===== src/rtl/sram_port_ctl.sv =====
// ---------------------------------------------------------------------------
// sram_port_ctl
//
// Single-port access controller for one toy-SRAM array. It sits between the
// Caravel logic-analyzer (LA) bus and the array's read/write port. Word
// accesses from the management core arrive over LA bits using a 4-phase
// req/ack handshake. A built-in march self-test (W0, R0, W1, R1) can be
// started by a rising edge on bist_go. Every array cycle is sequenced here
// and results are reported back over LA outputs.
//
// Ports
//   clk         : sole clock, rising edge
//   reset       : synchronous, active-high
//   la_data_in  : [0] req, [1] wr, [2] bist_go, [8+:ADDR_W] addr,
//                 [32+:DATA_W] wdata
//   la_oen      : active-low drive enable per LA bit (1 forces that input to 0)
//   la_data_out : [0] ack, [1] busy, [2] bist_done, [3] bist_fail,
//                 [8+:ADDR_W] bist_fail_addr, [32+:DATA_W] rdata, rest 0
//   sram_re     : array read enable (data returns the following cycle)
//   sram_we     : array write enable
//   sram_addr   : array address
//   sram_wdata  : array write data
//   sram_rdata  : array read data
// ---------------------------------------------------------------------------
module sram_port_ctl #(
    parameter int ADDR_W = 6,
    parameter int DATA_W = 32
) (
    input  logic              clk,
    input  logic              reset,
    input  logic [127:0]      la_data_in,
    input  logic [127:0]      la_oen,
    output logic [127:0]      la_data_out,
    output logic              sram_re,
    output logic              sram_we,
    output logic [ADDR_W-1:0] sram_addr,
    output logic [DATA_W-1:0] sram_wdata,
    input  logic [DATA_W-1:0] sram_rdata
);

    localparam logic [3:0] ST_IDLE  = 4'd0;
    localparam logic [3:0] ST_WR    = 4'd1;
    localparam logic [3:0] ST_RD    = 4'd2;
    localparam logic [3:0] ST_RDCAP = 4'd3;
    localparam logic [3:0] ST_ACK   = 4'd4;
    localparam logic [3:0] ST_BW0   = 4'd5;
    localparam logic [3:0] ST_BR0   = 4'd6;
    localparam logic [3:0] ST_BW1   = 4'd7;
    localparam logic [3:0] ST_BR1   = 4'd8;

    localparam logic [2*DATA_W-1:0] PAT_FULL = {DATA_W{2'b01}};
    localparam logic [DATA_W-1:0]   PAT      = PAT_FULL[DATA_W-1:0];

    // LA bits this block actually decodes; everything else is folded away.
    localparam logic [127:0] USED_MASK = {{(96-DATA_W){1'b0}}, {DATA_W{1'b1}},
                                          {(24-ADDR_W){1'b0}}, {ADDR_W{1'b1}},
                                          5'b0, 3'b111};

    logic [127:0]      laIn;
    logic              reqIn;
    logic              wrIn;
    logic              goIn;
    logic [ADDR_W-1:0] addrIn;
    logic [DATA_W-1:0] wdataIn;
    logic              goEdge;
    logic              unused_laBits;

    // Undriven LA bits (la_oen high) read as 0.
    assign laIn    = la_data_in & ~la_oen;
    assign reqIn   = laIn[0];
    assign wrIn    = laIn[1];
    assign goIn    = laIn[2];
    assign addrIn  = laIn[8 +: ADDR_W];
    assign wdataIn = laIn[32 +: DATA_W];
    assign unused_laBits = ^(laIn & ~USED_MASK);

    logic [3:0]        state_q,     state_d;
    logic [ADDR_W-1:0] cnt_q,       cnt_d;
    logic              drain_q,     drain_d;
    logic              goPrev_q;
    logic              goPend_q,    goPend_d;
    logic              ack_q,       ack_d;
    logic              busy_q,      busy_d;
    logic              done_q,      done_d;
    logic              fail_q,      fail_d;
    logic [ADDR_W-1:0] failAddr_q,  failAddr_d;
    logic [DATA_W-1:0] rdata_q,     rdata_d;
    logic              re_q,        re_d;
    logic              we_q,        we_d;
    logic [ADDR_W-1:0] addr_q,      addr_d;
    logic [DATA_W-1:0] wdata_q,     wdata_d;
    logic              pipeV1_q,    pipeV1_d;
    logic [DATA_W-1:0] pipeExp1_q,  pipeExp1_d;
    logic              pipeV2_q;
    logic [ADDR_W-1:0] pipeAddr2_q;
    logic [DATA_W-1:0] pipeExp2_q;

    assign goEdge = goIn & ~goPrev_q;

    // Next-state and next-output logic. Outputs are computed from the state
    // being entered so that every array strobe leaves a flop. cnt_q holds the
    // next address of the current march phase; its wrap to 0 marks the end.
    always_comb begin
        state_d    = state_q;
        cnt_d      = cnt_q;
        drain_d    = drain_q;
        goPend_d   = goPend_q;
        done_d     = done_q;
        fail_d     = fail_q;
        failAddr_d = failAddr_q;
        rdata_d    = rdata_q;
        re_d       = 1'b0;
        we_d       = 1'b0;
        addr_d     = addr_q;
        wdata_d    = wdata_q;
        pipeV1_d   = 1'b0;
        pipeExp1_d = pipeExp1_q;

        // BIST read data returns two edges after issue; only the first
        // mismatch is recorded.
        if (pipeV2_q && (sram_rdata != pipeExp2_q) && !fail_q) begin
            fail_d     = 1'b1;
            failAddr_d = pipeAddr2_q;
        end

        case (state_q)
            ST_IDLE: begin
                if (reqIn) begin
                    state_d = wrIn ? ST_WR : ST_RD;
                    we_d    = wrIn;
                    re_d    = ~wrIn;
                    addr_d  = addrIn;
                    if (wrIn) begin
                        wdata_d = wdataIn;
                    end
                    if (goEdge) begin
                        goPend_d = 1'b1;
                    end
                end else if (goEdge || goPend_q) begin
                    state_d    = ST_BW0;
                    we_d       = 1'b1;
                    addr_d     = '0;
                    wdata_d    = PAT;
                    cnt_d      = ADDR_W'(1);
                    drain_d    = 1'b0;
                    goPend_d   = 1'b0;
                    done_d     = 1'b0;
                    fail_d     = 1'b0;
                    failAddr_d = '0;
                end
            end
            ST_WR:    state_d = ST_ACK;
            ST_RD:    state_d = ST_RDCAP;
            ST_RDCAP: begin
                rdata_d = sram_rdata;
                state_d = ST_ACK;
            end
            ST_ACK: begin
                if (!reqIn) begin
                    state_d = ST_IDLE;
                end
            end
            ST_BW0, ST_BW1: begin
                if (cnt_q == '0) begin
                    state_d    = (state_q == ST_BW0) ? ST_BR0 : ST_BR1;
                    re_d       = 1'b1;
                    addr_d     = '0;
                    pipeV1_d   = 1'b1;
                    pipeExp1_d = (state_q == ST_BW0) ? PAT : ~PAT;
                    cnt_d      = ADDR_W'(1);
                end else begin
                    we_d    = 1'b1;
                    addr_d  = cnt_q;
                    wdata_d = (state_q == ST_BW0) ? PAT : ~PAT;
                    cnt_d   = cnt_q + ADDR_W'(1);
                end
            end
            ST_BR0, ST_BR1: begin
                if (drain_q) begin
                    drain_d = 1'b0;
                    if (state_q == ST_BR0) begin
                        state_d = ST_BW1;
                        we_d    = 1'b1;
                        addr_d  = '0;
                        wdata_d = ~PAT;
                        cnt_d   = ADDR_W'(1);
                    end else begin
                        state_d = ST_IDLE;
                        done_d  = 1'b1;
                    end
                end else if (cnt_q == '0) begin
                    drain_d = 1'b1;
                end else begin
                    re_d       = 1'b1;
                    addr_d     = cnt_q;
                    pipeV1_d   = 1'b1;
                    pipeExp1_d = (state_q == ST_BR0) ? PAT : ~PAT;
                    cnt_d      = cnt_q + ADDR_W'(1);
                end
            end
            default: state_d = ST_IDLE;
        endcase

        ack_d  = (state_d == ST_ACK);
        busy_d = (state_d != ST_IDLE);
    end

    // State and output registers. On reset the bist_go history takes the
    // current input so a level held through reset cannot restart BIST.
    always_ff @(posedge clk) begin
        if (reset) begin
            state_q     <= ST_IDLE;
            cnt_q       <= '0;
            drain_q     <= 1'b0;
            goPrev_q    <= goIn;
            goPend_q    <= 1'b0;
            ack_q       <= 1'b0;
            busy_q      <= 1'b0;
            done_q      <= 1'b0;
            fail_q      <= 1'b0;
            failAddr_q  <= '0;
            rdata_q     <= '0;
            re_q        <= 1'b0;
            we_q        <= 1'b0;
            addr_q      <= '0;
            wdata_q     <= '0;
            pipeV1_q    <= 1'b0;
            pipeExp1_q  <= '0;
            pipeV2_q    <= 1'b0;
            pipeAddr2_q <= '0;
            pipeExp2_q  <= '0;
        end else begin
            state_q     <= state_d;
            cnt_q       <= cnt_d;
            drain_q     <= drain_d;
            goPrev_q    <= goIn;
            goPend_q    <= goPend_d;
            ack_q       <= ack_d;
            busy_q      <= busy_d;
            done_q      <= done_d;
            fail_q      <= fail_d;
            failAddr_q  <= failAddr_d;
            rdata_q     <= rdata_d;
            re_q        <= re_d;
            we_q        <= we_d;
            addr_q      <= addr_d;
            wdata_q     <= wdata_d;
            pipeV1_q    <= pipeV1_d;
            pipeExp1_q  <= pipeExp1_d;
            pipeV2_q    <= pipeV1_q;
            pipeAddr2_q <= addr_q;
            pipeExp2_q  <= pipeExp1_q;
        end
    end

    assign sram_re    = re_q;
    assign sram_we    = we_q;
    assign sram_addr  = addr_q;
    assign sram_wdata = wdata_q;

    always_comb begin
        la_data_out                = '0;
        la_data_out[0]             = ack_q;
        la_data_out[1]             = busy_q;
        la_data_out[2]             = done_q;
        la_data_out[3]             = fail_q;
        la_data_out[8 +: ADDR_W]   = failAddr_q;
        la_data_out[32 +: DATA_W]  = rdata_q;
    end

endmodule

===== config.mk =====
export PLATFORM = sky130hd
export DESIGN_NAME = sram_port_ctl
export DESIGN_NICKNAME = d
export VERILOG_FILES = /design/src/rtl/sram_port_ctl.sv
export SDC_FILE = /design/constraint.sdc
export NUM_CORES = 1
export LEC_CHECK = 0
export BUFFER_PORTS_ARGS = -buffer_cell sky130_fd_sc_hd__buf_2
export CAP_MARGIN = 40
export CORE_AREA = 10 10 170 172
export DETAILED_ROUTE_END_ITERATION = 10
export DIE_AREA = 0 0 180 182
export PLACE_DENSITY_LB_ADDON = 0.12
export REMOVE_ABC_BUFFERS = 1
export SLEW_MARGIN = 20
export SYNTH_ARGS = -nofsm -noshare
export SYNTH_HDL_FRONTEND = slang
export SYNTH_SLANG_ARGS = --single-unit

===== constraint.sdc =====
create_clock -name clk -period 2.33 [get_ports clk]
set_input_delay 0.466 -clock clk [delete_from_list [all_inputs] [get_ports clk]]
set_output_delay 0.466 -clock clk [all_outputs]
set_load 0.02 [all_outputs]

# Word level (Yosys, flattened, before mapping)
# Index checks and enable logic that the tools add are counted.
# word_totals
ff_bits,167
output_inout_bits,168
elab_cells,135
# classes
n_addsub,1
n_eq_ne,24
n_mux,64
n_bitwise,5
reduce_logical,21
# ops
operator,n
32-bit two-way mux,11
6-bit two-way mux,16
32-bit case mux with 3 select lines,1
64-bit AND,1
64-bit inverter,1
32-bit case mux with 2 select lines,1
6-bit case mux with 3 select lines,2
32-bit != test,1
4-bit two-way mux,6
4-bit case mux with 6 select lines,1
"4-bit by 3-bit equality test with 1-bit output, second input constant",5
1-bit two-way mux,19
"2-bit != test, second input constant",9
"3-bit != test, second input constant",4
5-bit AND reduction,2
"4-bit by 2-bit equality test with 1-bit output, second input constant",2
4-bit AND reduction,2
"6-bit by 1-bit adder with 6-bit output, second input constant",1
6-bit logical NOT,1
1-bit case mux with 2 select lines,3
1-bit case mux with 3 select lines,2
3-bit AND reduction,2
6-bit AND reduction,1
2-bit nonzero test,3
other kinds (14),18

# Depth between registers and ports, before layout
# Gate-level depths: netlist of run 1.
# logic_depth
word_depth,8
depth_mapped,9
depth_no_buf,7

# Least setup slack after synthesis of run 1
# Ideal clock, no wire load.
# synth_path
kind,flip-flop to flip-flop
start,reg state_q[1]
end,"reg wdata_q[12], in the netlist sram_wdata[12]"
setup_time_ns,0.119
arrival_ns,1.775
t_required_ns,2.211
setup_slack_ns,0.436
stages_incl_launch_ff,7
path_buffers,1
period_less_slack_ns,1.894
path_cell_list,dfxtp_1 > nor4_2 > o21ai_1 > o211ai_2 > o21a_1 > buf_4 > a21oi_1
# synth_via
elab_chain_len,4
# synth_rtl
element,line,text
start: declaration,77,"logic [3:0] state_q, state_d;"
start signal: assignment,233,state_q <= state_d;
"4-bit by 3-bit equality test with 1-bit output, or another cell as far along","126, 181",
2-bit OR reduction or 32-bit two-way mux (tied branches),"126, 174",
"2-bit != test (no line), or another cell as far along",n/a,
6-bit AND reduction (no line) or 32-bit case mux with 3 select lines (tied branches),n/a,
end signal: assignment,247,wdata_q <= wdata_d;
end: declaration,91,"logic [DATA_W-1:0] wdata_q, wdata_d;"
# Parallel ways exist; a longest one is shown, timed or not. The select of a mux whose other input is x is not followed.
# A chain may end at the register's enable or synchronous reset.

# Final worst setup path of run 1
# layout_path
start,reg cnt_q[0]
end,reg cnt_q[1]
# layout_via
elab_chain_len,4
# layout_rtl
element,line,text
start: declaration,78,"logic [ADDR_W-1:0] cnt_q, cnt_d;"
start signal: assignment,234,cnt_q <= cnt_d;
6-bit by 1-bit adder with 6-bit output,"175, 198",
6-bit two-way mux,191,end else if (cnt_q == '0) begin
6-bit two-way mux,179,if (drain_q) begin
6-bit case mux with 3 select lines,126,case (state_q)
# Parallel ways exist; a longest one is shown, timed or not. The select of a mux whose other input is x is not followed.

==> results of run 1 <==
## power groups by stage
| stage | clock [mW] | combinational [mW] | sequential, mW |
|---|---|---|---|
| CTS | 1.74 | 1.25 | 2.10 |
| floorplan | 0 | 0.542 | 2.30 |
| detailed placement | 0 | 1.25 | 2.14 |
| finish | 1.68 | 1.23 | 2.10 |
| global placement | 0 | 1.26 | 2.14 |
| global route | 1.82 | 1.37 | 2.13 |
## path summary, 6_finish.rpt
| check | to | slack (ns) | from | cells after the start |
|---|---|---|---|---|
| max reg2reg | cnt_q[1] | 0.29 | cnt_q[0] | 7 |
| min | goPrev_q | 0.28 | la_oen[2] | 2 |
| min reg2reg | pipeV2_q | 0.45 | pipeV1_q | 1 |
| max | cnt_q[1] | 0.29 | cnt_q[0] | 7 |
## per-layer routing
layer | share of wire, % | GRT usage, % | routed length (microns) | vias up
met5 | 0.072 | 0 | 13 | -
met4 | 1.0 | 3.08 | 182 | 2
met3 | 11 | 5.35 | 2020 | 13
met2 | 39 | 14.5 | 7050 | 223
met1 | 49 | 14.3 | 8890 | 2087
li1 | - | - | - | 2463
## critical path, delay by kind of cell (launching register included)
family | cells | cell delay [ns]
adder cells (fa/ha/maj) | 1 | 0.24
flip-flops | 1 | 0.44
AND/OR/NAND/NOR | 3 | 0.91
buffers and inverters | 1 | 0.09
AO/OA/AOI/OAI | 2 | 0.30
## cell usage in the layout, fill, tap and decap left out, drive strengths merged, types with 3 or more instances in the layout
cell,Yosys,final
a211oi,4,4
a21oi,77,77
a311oi,5,5
a31oi,11,11
and2,5,5
buf,97,221
clkbuf,29,9
conb,1,86
dfxtp,107,107
inv,6,11
mux2i,7,7
nand2,94,94
nand2b,3,3
nand3,9,9
nand3b,18,18
nand4,6,6
nand4b,6,6
nor2,22,22
nor2b,36,36
nor3,12,12
nor4,7,7
o21ai,57,57
or3,3,3
## cell families after synthesis
group / Yosys count / share of synthesized area (%)
simple gates: 233 / 22.9
compound gates: 169 / 18.3
buf+inv: 132 / 16.1
flops: 107 / 40.7
mux: 7 / 1.33
fa+ha+maj: 2 / 0.475
other cells: 1 / 0.0713
## state kept, by name, summed over array words and instances (netlist names), 2 cells and up
| name | count |
|---|---|
| rdata_q | 32 |
| sram_wdata | 32 |
| cnt_q | 6 |
| failAddr_q | 6 |
| pipeAddr2_q | 6 |
| sram_addr | 6 |
| state_q | 4 |
| pipeExp1_q | 2 |
| pipeExp2_q | 2 |
## area by class of cell
| cell class | instances | area share [%] |
|---|---|---|
| well taps | 335 | 6.26 |
| clock inverters | 7 | 1.33 |
| multi-input cells | 497 | 38.8 |
| repair buffers | 221 | 17.8 |
| inverters | 6 | 0.337 |
| clock buffers | 9 | 3.37 |
| diodes | 2 | 0.0748 |
| flip-flops and latches | 107 | 32.0 |
## metrics by stage
step	hold WS [ns]	TNS [ns]	total power, mW	utilization [%]	cells
floorplan	0.414	-4.66	2.84	-	610
global placement	0.424	0	3.40	24.9	1166
detailed placement	0.430	0	3.39	24.9	1166
CTS	0.268	0	5.09	26.1	1182
global route	0.279	0	5.31	26.1	1182
finish	0.280	0	5.01	26.1	1184
==> out/metrics.cfg, run 1 <==
[clock_network]
clk_path_buf_depth = 2
cts.sinks = 107
clk_latency_ns = 0.36
cts-buffers-inserted = 9
deepest_level_of_the_cts_h_tree = 3
clkTransAtPathRegs_ns = 0.09
post-cts-setup-buffers = 0
ctsResizeCount = 0
cts_hold_buffers = 0
ctsRootBufferMaster = sky130_fd_sc_hd__clkbuf_16
cts_tree = yes

[status]
outcome = completed

[global_routing]
first_global_vias = 5139
grtUsageTotal_pct = 10.7
grt-ovfl-total = 0
grt_first_pass_wirelength_microns = 28600
grt_antenna_before_repair = 1
grt_start_max_net_pins = 62

[power_and_ir_drop]
power_density_nw_per_um2 = 749
leakagePower_nw = 2.92
power.share.combinational_pct = 24.6
pwr-share-clk_pct = 33.5
power.share.sequential_pct = 41.9
power.net_switching_mw = 1.72
internal_power_mw = 3.29
largest_vdd_supply_drop_uv = 255
power.switching_fraction_pct = 34.4

[timing]
rsz0062_at_grt = false
period_minus_slack_ns = 2.04
max_slew_headroom_pct = 66.5
skew_ns = 0.0119
maximum_clock_rate_mhz = 491
final_min_period_over_clock_period_pct = 87.4
drv_slew = 0
final_hold_viol_count = 0
worstMarginPinSlew_ns = 0.496
setup-violations-final = 0
final.setup.worst_slack_ns = 0.294

[synthesis]
yosys.cell_types.count = 54
synth.cell_area_sq_um = 5260
seq_area_frac_synth_pct = 40.7
synth.top_cells.by_count = sky130_fd_sc_hd__dfxtp_1 (107), sky130_fd_sc_hd__nand2_1 (94), sky130_fd_sc_hd__buf_4 (91)
yosysWarnings = 0
synthFlopType = sky130_fd_sc_hd__dfxtp_1
synthCells = 651
synth.most_common_cell = sky130_fd_sc_hd__dfxtp_1
yosys-top-cells-area = sky130_fd_sc_hd__dfxtp_1 (41%), sky130_fd_sc_hd__buf_4 (13%), sky130_fd_sc_hd__a21oi_1 (7.2%), sky130_fd_sc_hd__nand2_1 (6.7%), sky130_fd_sc_hd__nor2b_1 (4.3%)
synthesis_stage_register_bit_count = 107
synth_area_leader_cell = sky130_fd_sc_hd__dfxtp_1
synth_edf_count = 0
synth_largest_type_area_fraction_pct = 40.7
synthArstFlopShare_pct = 0
syn-mean-instance-area_sq_um = 8.08

[floorplan]
initial_core_util_pct = 20.5
die_width_microns = 180
num_io_pins = 458
die_height_microns = 182
core-area_sq_um = 25600
die_area_sq_um = 32800
number_of_rows_created_at_floorplan = 59

[placed_design]
placement.cell_area_sq_um = 6370
dp_hpwl_microns = 13900
pre_cts_ws_ns = 0.290
place.gp.congestion = 0.754
port-buffer-count = 197

[job]
max_cap_violations = 0

[final_layout]
drive_above_1_share_pct = 28.8
synth_to_layout_area_growth_pct = 27.2
final-seq-area_sq_um = 2140
multi_input_area_sq_um = 2600
fillerInstances = 2842
design.final.nets = 1134
stdcell_area_sq_um = 6690

[worst_setup_path]
timing.setup.critical_path_class = reg -> reg
timing.critical_path.slowest_cell_delay_ns = 0.52
worst_path_max_delay_cell = sky130_fd_sc_hd__or4b_1
crit_chain = inv_1 > ha_1 > nor2b_1 > nand2_1 > a21oi_2 > or4b_1 > a21oi_1
worstPathMaxFanout = 6
worst_setup_path_end_kind = register
required_ns = 2.63
cp.arrival_ns = 2.34
critical_path.startpoint_type = register

[drt]
dr_vias = 4788
first_iter_violations = 218
detail-route-antenna-nets = 0
routed_wire_length_per_instance_microns = 15.3
drc = 0
first_pass_iters = 5
drt-total-wl_microns = 18200
average_via_count_per_standard_cell = 4.04

[hold_path]
min-delay-path-class = in -> reg

Power figures use the tool's default switching activity.
==> run 2, diff against run 1 <==
Settings changed: RECOVER_POWER from default to 100.
==> run 2 against run 1 <==
Non-clock buffer count is the same; highest routed layer unchanged; utilization shrank 0.50 points; cell count is essentially flat; routed wire length shrank 0.21%; critical path depth is the same; sequential power is essentially flat; largest power group unchanged; count of clock-buffer cells in the layout is the same; worst setup slack lost 0.044 ns; power shrank 1.3%; critical path type unchanged.
==> out/metrics.cfg, run 2 (synthesized netlist as in run 1, its figures left out) <==
[timing]
max_slew_headroom_pct = 56.6
worstMarginPinSlew_ns = 0.651
setup_total_negative_slack_ns = 0
final_hold_viol_count = 0
skew_ns = 0.0145
setup-violations-final = 0
drv_slew = 0
period_minus_slack_ns = 2.08
rsz0062_at_grt = false
final.setup.worst_slack_ns = 0.250
maximum_clock_rate_mhz = 481
final_min_period_over_clock_period_pct = 89.3

[power_and_ir_drop]
power.net_switching_mw = 1.71
p_total_mw = 4.95
leakagePower_nw = 2.56
largest_vdd_supply_drop_uv = 275
power.share.combinational_pct = 23.7
power_density_nw_per_um2 = 753
power.switching_fraction_pct = 34.6
pwr-share-clk_pct = 33.8
power.share.sequential_pct = 42.5
internal_power_mw = 3.24

[global_routing]
global_route.peak_usage_layer = met2
grt-ovfl-total = 0
grt_antenna_before_repair = 1
globalRouteMet3Util_pct = 5.35
grt_start_max_net_pins = 62
first_global_vias = 5139
grtUsageTotal_pct = 10.7
grt_first_pass_wirelength_microns = 28600
met1_usage_pct = 14.3
global_route.usage.met2_pct = 14.5

[placed_design]
port-buffer-count = 197
place.gp.congestion = 0.754
dp_hpwl_microns = 13900
pre_cts_ws_ns = 0.290

[clock_network]
cts_tree = yes
cts-buffers-inserted = 9
deepest_level_of_the_cts_h_tree = 3
post-cts-setup-buffers = 0
clk_path_buf_depth = 2
ctsRootBufferMaster = sky130_fd_sc_hd__clkbuf_16
cts_hold_buffers = 0
clk_latency_ns = 0.36
clkTransAtPathRegs_ns = 0.08
ctsResizeCount = 0
cts.sinks = 107

[drt]
drc = 0
dr_vias = 4779
detail-route-antenna-nets = 0
first_iter_violations = 243
routed_wire_length_per_instance_microns = 15.3
drt-total-wl_microns = 18100
average_via_count_per_standard_cell = 4.04
first_pass_iters = 4

[floorplan]
number_of_rows_created_at_floorplan = 59
die_width_microns = 180
die_height_microns = 182
die_area_sq_um = 32800
num_io_pins = 458
initial_core_util_pct = 20.5
core-area_sq_um = 25600

[final_layout]
final_core_util_pct = 25.6
drive_above_1_share_pct = 18.7
layout_commonest_cell = sky130_fd_sc_hd__buf_2
synth_to_layout_area_growth_pct = 24.8
design.final.nets = 1134
commonest_cells_after_routing_fill_and_taps_aside = sky130_fd_sc_hd__buf_2 (114), sky130_fd_sc_hd__dfxtp_1 (107), sky130_fd_sc_hd__nand2_1 (94), sky130_fd_sc_hd__conb_1 (86), sky130_fd_sc_hd__clkbuf_1 (85)

[worst_setup_path]
critical_path.startpoint_type = register
worst_setup_path_end_kind = register
required_ns = 2.57
timing.setup.critical_path_class = reg -> reg
cp.arrival_ns = 2.32
worstPathMaxFanout = 16

[job]
max_cap_violations = 0

[hold_path]
min-delay-path-class = in -> reg

[status]
outcome = completed

-- run 2: final cells by class --
cell class,instances,area [sq um]
Tap cell,335,419
Multi-Input combinational cell,497,2590
Timing Repair Buffer,221,1070
Clock buffer,9,225
Sequential cell,107,2140
Inverter,6,22.5
Fill cell,2886,19100
Antenna cell,1,2.50
Clock inverter,7,88.8
-- run 2: worst max-delay path, stage by stage, from the launching register on --
cell                       delay [ns]
sky130_fd_sc_hd__dfxtp_1         0.45
sky130_fd_sc_hd__nor4_1          0.32
sky130_fd_sc_hd__buf_4           0.20
sky130_fd_sc_hd__o21ai_0         0.16
sky130_fd_sc_hd__o211ai_4        0.33
sky130_fd_sc_hd__o21a_1          0.18
sky130_fd_sc_hd__buf_4           0.22
sky130_fd_sc_hd__a21oi_1         0.09
-- run 2: metrics by stage --
| step | cell area, sq um | hold slack (ns) | std cells |
|---|---|---|---|
| after global placement | 6370 | 0.424 | 1166 |
| after detailed placement | 6370 | 0.430 | 1166 |
| after floorplan | 4750 | 0.414 | 610 |
| final | 6570 | 0.280 | 1183 |
| after global routing | 6560 | 0.279 | 1182 |
| after CTS | 6690 | 0.268 | 1182 |
-- run 2: power by group through the flow --
| stage | logic (mW) | registers, mW | clock network (mW) |
|---|---|---|---|
| after global routing | 1.31 | 2.13 | 1.82 |
| after global placement | 1.26 | 2.14 | 0 |
| final | 1.17 | 2.10 | 1.67 |
| after floorplan | 0.542 | 2.30 | 0 |
| after CTS | 1.25 | 2.10 | 1.74 |
| after detailed placement | 1.25 | 2.14 | 0 |
-- run 2: final timing paths --
check / to / from / depth (start not counted) / slack (ns)
max: sram_wdata[4] / state_q[0] / 7 / 0.25
min: goPrev_q / la_oen[2] / 2 / 0.28
max reg2reg: sram_wdata[4] / state_q[0] / 7 / 0.25
min reg2reg: pipeV2_q / pipeV1_q / 1 / 0.45
-- run 2: per-layer routing --
metal  part of all wire, %  vias up
li1                      -     2459
met1                    50     2083
met2                    39      225
met3                    10       10
met4                  0.77        2
met5                 0.072        -
